===== src/rtl/jk_reg_bank.sv =====
// WIDTH-channel JK/D/T register bank that updates on a divided tick strobe.
// Also provides a blink output, a change strobe and a saturating change counter.
module jk_reg_bank #(
    parameter int               WIDTH   = 4,
    parameter int               DIV     = 20000000,
    parameter logic [WIDTH-1:0] RST_VAL = '0
) (
    input  logic             clk,
    input  logic             rst,
    input  logic [WIDTH-1:0] j,
    input  logic [WIDTH-1:0] k,
    input  logic [1:0]       mode,
    input  logic             load,
    input  logic [WIDTH-1:0] load_val,
    output logic [WIDTH-1:0] q,
    output logic             tick,
    output logic             blink,
    output logic             changed,
    output logic [7:0]       chg_count
);

    localparam logic [26:0] LAST = 27'(DIV - 1);

    logic [26:0]      count;
    logic             wrap;
    logic [WIDTH-1:0] nxt;

    assign wrap = (count == LAST);

    // JK rule per bit: set on j, keep unless k, so 11 toggles
    always_comb begin
        nxt = q;
        unique case (mode)
            2'b00:   nxt = (j & ~q) | (~k & q);
            2'b01:   nxt = j;
            2'b10:   nxt = q ^ j;
            default: nxt = q;
        endcase
    end

    always_ff @(posedge clk) begin
        if (rst) begin
            count     <= '0;
            tick      <= 1'b0;
            blink     <= 1'b0;
            changed   <= 1'b0;
            chg_count <= '0;
            q         <= RST_VAL;
        end else begin
            count   <= wrap ? '0 : count + 27'd1;
            tick    <= wrap;
            changed <= 1'b0;
            if (wrap)
                blink <= ~blink;
            // A load on the tick edge discards that tick's update
            if (load) begin
                q <= load_val;
            end else if (wrap) begin
                q <= nxt;
                if (nxt != q) begin
                    changed <= 1'b1;
                    if (chg_count != 8'd255)
                        chg_count <= chg_count + 8'd1;
                end
            end
        end
    end

endmodule

===== config.mk =====
export PLATFORM = sky130hd
export DESIGN_NAME = jk_reg_bank
export DESIGN_NICKNAME = d
export VERILOG_FILES = /design/src/rtl/jk_reg_bank.sv
export SDC_FILE = /design/constraint.sdc
export NUM_CORES = 1
export LEC_CHECK = 0
export CAP_MARGIN = 20
export CORE_MARGIN = 5
export CORE_UTILIZATION = 48
export CTS_BUF_LIST = sky130_fd_sc_hd__clkbuf_16
export CTS_CLUSTER_SIZE = 28
export DETAILED_ROUTE_END_ITERATION = 16
export HOLD_SLACK_MARGIN = 0.12
export PLACE_DENSITY = 0.8
export SLEW_MARGIN = 25
export SYNTH_ARGS = -nofsm -noshare
export SYNTH_HDL_FRONTEND = slang
export SYNTH_SLANG_ARGS = --single-unit

===== constraint.sdc =====
create_clock -name clk -period 2.4 [get_ports clk]
set_input_delay 0.48 -clock clk [delete_from_list [all_inputs] [get_ports clk]]
set_output_delay 0.48 -clock clk [all_outputs]
set_load 0.05 [all_outputs]

== Word-level counts from Yosys, hierarchy flattened ==
Index checks and enable logic that the tools add are counted.

* Bits in registers: 42
* Bits in latches: 0
* Bits in writable memories: 0
* Bits in read-only memories: 0
* Input bits: 17
* Memories kept: 0

* $add $sub $neg: 2
* Multiply operators: 0
* Div/mod/pow operators: 0
* $lt $le $gt $ge: 0
* Equality and inequality tests: 5
* Shifts and indexed selects: 0
* Muxes and demuxes: 4
* Bitwise gates (word level): 9
* Reductions and logical operators: 5

{| class="wikitable"
|+ Operator list
! kind !! count
|-
| $add 27x1->27 const B || 1
|-
| $eq 27x25->1 const B || 1
|-
| $pmux 4 s3 || 1
|-
| $add 8x1->8 const B || 1
|-
| $and 4x4->4 || 2
|-
| $mux 4 || 2
|-
| $ne 8x8->1 const B || 1
|-
| $not 4->4 || 2
|-
| $ne 4x4->1 || 1
|-
| $or 4x4->4 || 1
|-
| $reduce_and 4->1 || 1
|-
| $xor 4x4->4 || 1
|-
| $not 1->1 || 3
|-
| $reduce_or 3->1 || 1
|-
| $eq 2x1->1 const B || 1
|-
| $eq 2x2->1 const B || 1
|-
| $logic_not 2->1 || 1
|-
| $reduce_bool 2->1 || 1
|-
| $reduce_or 2->1 || 1
|-
| $mux 1 || 1
|}

== Logic depth before layout (Yosys ltp) ==
* Word-level depth: 6
* Gate-level depth with buffers: 9
* Mapped depth without buffers: 7

== Worst setup path before layout ==
OpenSTA, ideal clock, no wires.

* Kind: flip-flop to flip-flop
* From: reg count[22]
* To: reg chg_count[6]
* Arrival time: 2518 ps
* Data required time: 2330 ps
* Setup slack: -188 ps
* Cell stages (with the launch flop): 8
* Cells stage by stage: dfxtp_1 -> or4_1 -> or3_1 -> or4b_1 -> buf_2 -> or3_1 -> or3_1 -> a21oi_1

* Word-level cells in the longest chain between the ends: 2

{| class="wikitable"
|+ Ends and longest elaborated chain
! what !! RTL line !! source
|-
| start: declaration || 24 || <nowiki>logic [26:0] count;</nowiki>
|-
| start signal: assignment || 50 || <nowiki>count <= wrap ? '0 : count + 27'd1;</nowiki>
|-
| $eq 27x25->1 || 28 || <nowiki>assign wrap = (count == LAST);</nowiki>
|-
| $reduce_and 4->1 (no source line) || -- ||
|-
| end signal: assignment || 63 || <nowiki>chg_count <= chg_count + 8'd1;</nowiki>
|-
| end: declaration || 19 || <nowiki>output logic [7:0] chg_count</nowiki>
|}

Every way passes these cells.
A chain may end at the register's enable or synchronous reset.

== Worst setup path in the final report ==
Ends and elaborated chain as after synthesis.

==> metrics.md <==
| Metric | Value |
|---|---|
| Status | finished, violations left |
| Violations in the final reports | setup timing |
| Min Hold Slack | 452.2 ps |
| Top-count cell post-synth | dfxtp_1 |
| Final Cell Area | 0.002924 mm² |
| Post-synth cell types | 36 |
| Syn Inst Count | 261 |
| Die span in y | 76.79 µm |
| DRC viols | 0 |
| Share of post-route cells with drive strength above 1 | 0.1719 |
| Initial Util | 0.4917 |
| Largest net degree at the start of global routing | 27 |
| Number of DRC markers in iteration 0 | 124 |
| Pre-CTS WS | -176.0 ps |
| Routability Congestion | 0.9510 |
| Via density per instance | 5.648 |
| Worst setup EP type | register |
| TNS Setup | -662.9 ps |
| Logic pwr share | 0.094 |
| Internal power | 1.167 mW |
| Max Root-Sink Buffers | 2 |
| Cell Area, Synth | 0.002141 mm² |
| Flops & latches, synth | 42 |
| Critical R2R Launch | count[22]$_SDFF_PP0_ |
| Synth warnings | 0 |
| Hold buffer count at cts | 0 |
| Leak Pwr | 1.082 nW |
| Port Buffers | 31 |
| Worst-Margin Slew | 510.6 ps |
| RSZ-0062 raised after global routing | yes |
| Final setup margin | -147.9 ps |
| HPWL Detailed | 3.757 mm |
| Syn Nets | 280 |
| Worst VDD drop | 0.0004006 V |
| Mean Syn Cell Area | 8.202 µm² |
| Power per standard cell area | 526.6 mW/mm² |
| FFs w/ async S/R, synth | 0 |
| Initial antenna violation count | 0 |
| Drt total wl | 5.405 mm |
| Total grt overflow | 0 |
| Crit Reg-Reg Endpoint | chg_count[6]$_SDFFE_PP0P_ |
| Pre-Repair DR Iteration Count | 4 |
| Fin nets | 338 |
| Post-synth EDFFs | 0 |
| Vias in the first global route | 1999 |
| Post-Route Skew | 6.962 ps |
| Site row count | 24 |
| Sequential group share of total power | 0.464 |
| Met2 wire len | 2.655 mm |
| Number of diodes | 0 |
| WL per Instance | 14.53 µm |
| Core footprint | 0.004354 mm² |
| Max_slew headroom | 0.6585 |
| Max-slew violation count | 0 |
| DRT met1 WL | 2.348 mm |
| Dominant synthesized flop cell | dfxtp_1 |
| DR vias | 2101 |
| Max Clock Freq | 392.5 MHz |
| HP Start | count[0]$_SDFF_PP0_ |
| GRT Resource Usage Total | 0.1788 |
| Clock network power share | 0.442 |
| Required time worst endpoint | 2630 ps |
| Startpoint Class | register |
| Synth area leaders | dfxtp_1, nor2_1, xor2_1, nand2_1, xnor2_1 |
| Die Wd | 76.79 µm |
| Leading area contributor after synthesis | dfxtp_1 |
| Clk sink count | 42 |
| Clock-pin slew on the worst setup and hold paths | 70 ps |
| Synth top area share | 0.3928 |
| CP max FO | 5 |
| Root Buffer | clkbuf_16 |
| Met3 routed WL | 332 µm |
| Hold path depth | 1 |
| Max-cap viol count | 0 |
| Minimum clock period | 2548 ps |
| CTS tree | done |
| Detail Route Antenna Nets | 0 |
| First-pass GRT wire length | 8.894 mm |
| Path depth of the worst reg2reg path | 6 |
| Most frequent cells after synthesis | dfxtp_1, nor2_1, nand2_1 |
| Top Layer Used | met4 |
| Total CTS buffers | 5 |
| CP Class | reg2reg |
| Endpoints failing hold | 0 |
| Sw power | 0.3725 mW |
| Die area | 0.005896 mm² |
| Hold-critical path endpoint | count[0]$_SDFF_PP0_ |
| Post-DP Area | 0.002693 mm² |
| Filler instances | 337 |
| Sw Ratio | 0.2419 |
| Area Overhead vs Synth | 36.59% |
| Number of setup violations in the final report | 6 |
| CTS HTree Levels | 2 |
| Sequential element share of the synthesized area | 0.3928 |
| Clk Latency, worst-skew pair | 290 ps |
| # IOs | 32 |
| Hold Path Class | reg2reg |
| Finished Core Util | 0.6716 |
| R2r setup slk | -150 ps |
| Final period util | 1.062 |
| WP data arrival | 2780 ps |
-- worst max-delay path: stages (launching register included) --
cell and delay (ps):
dfxtp_2 320, or4_1 500, or3_1 320, or4b_4 530
or3_1 380, or3_1 330, a21oi_2 110
-- what timing repair did --
action	4_1_cts	5_1_grt
gates cloned	0	0
setup endpoints to repair	7	10
gates resized for setup	2	11
endpoints found under the hold margin	0	0
setup buffers	0	4
pin swaps	1	3
-- layout by cell type, fill, tap and decap left out, types with 2 or more instances in the layout --
master,netlist,layout
dfxtp_1,42,41
nor2_1,39,39
clkdlybuf4s50_1,0,31
buf_4,0,30
nand2_1,20,20
xor2_1,16,16
nand4_1,11,11
nand3_1,10,10
a21oi_1,12,10
inv_1,9,9
or3_1,8,8
xnor2_1,8,8
mux2i_1,6,6
nor3_1,6,5
and2_1,5,5
nor2b_1,5,5
clkbuf_16,0,5
or4_1,5,4
nor4_1,5,4
a31oi_1,4,4
nand2b_1,4,4
o21ai_0,4,4
o32ai_1,3,3
a211o_1,3,3
mux2_2,4,3
and3_1,3,3
o311ai_0,2,2
a21oi_2,0,2
o31ai_1,3,2
and4_1,3,2
ha_1,2,2
-- power groups by stage --
stage / Clock, mW / Sequential (mW) / Combinational, mW
after floorplan: 0 / 0.741 / 0.0597
after global placement: 0 / 0.729 / 0.140
after detailed placement: 0 / 0.729 / 0.142
after CTS: 0.696 / 0.714 / 0.143
after global routing: 0.732 / 0.715 / 0.158
final: 0.680 / 0.714 / 0.145
-- metrics by stage --
step / power [mW] / std cells
CTS: 1.553 / 368
finish: 1.540 / 372
global placement: 0.8691 / 360
detailed placement: 0.8713 / 360
floorplan: 0.8008 / 261
global route: 1.605 / 372
-- registers in the layout (all words and copies together) (netlist names) --
signal,flops
changed,1
tick,1
chg_count,8
blink,1
q,4
count,27
-- kinds of logic (layout without fill, tap and decap cells) --
logic type,Yosys count,after routing,synth area share
compound gates,33,33,0.1005
xor+xnor,24,24,0.09819
mux,10,10,0.04909
buf+inv,21,80,0.03740
fa+ha+maj,2,2,0.01169
simple gates,129,129,0.3104
flops,42,42,0.3928
-- cell type report --
type | instances | area (µm²) | area share
Multi-Input combinational cell | 198 | 1266 | 0.4330
Clock inverter | 3 | 25.02 | 0.008558
Sequential cell | 42 | 842.1 | 0.2880
Timing Repair Buffer | 63 | 566.8 | 0.1938
Clock buffer | 5 | 125.1 | 0.04279
Tap cell | 52 | 65.06 | 0.02225
Inverter | 9 | 33.78 | 0.01155
-- how the worst max path moves through the flow --
| stage | slack (ps) | endpoint | from | cells after the start |
|---|---|---|---|---|
| 3_5_place_dp | -180 | chg_count[4]$_SDFFE_PP0P_ | mode[1] | 8 |
| 2_1_floorplan | -130 | chg_count[6]$_SDFFE_PP0P_ | count[22]$_SDFF_PP0_ | 7 |
| 6_report | -150 | chg_count[6]$_SDFFE_PP0P_ | count[22]$_SDFF_PP0_ | 6 |
| 5_1_grt | -210 | chg_count[6]$_SDFFE_PP0P_ | count[22]$_SDFF_PP0_ | 6 |
| 3_3_place_gp | -150 | chg_count[0]$_SDFFE_PP0P_ | mode[1] | 8 |
| 4_1_cts | -140 | chg_count[6]$_SDFFE_PP0P_ | count[22]$_SDFF_PP0_ | 6 |
-- layer usage --
layer	up-vias	track usage
li1	1037	-
met1	995	0.2128
met2	60	0.3039
met3	9	0.05855
met4	0	0.05245
met5	-	0
Note: power is estimated with default switching activity, not from simulation.
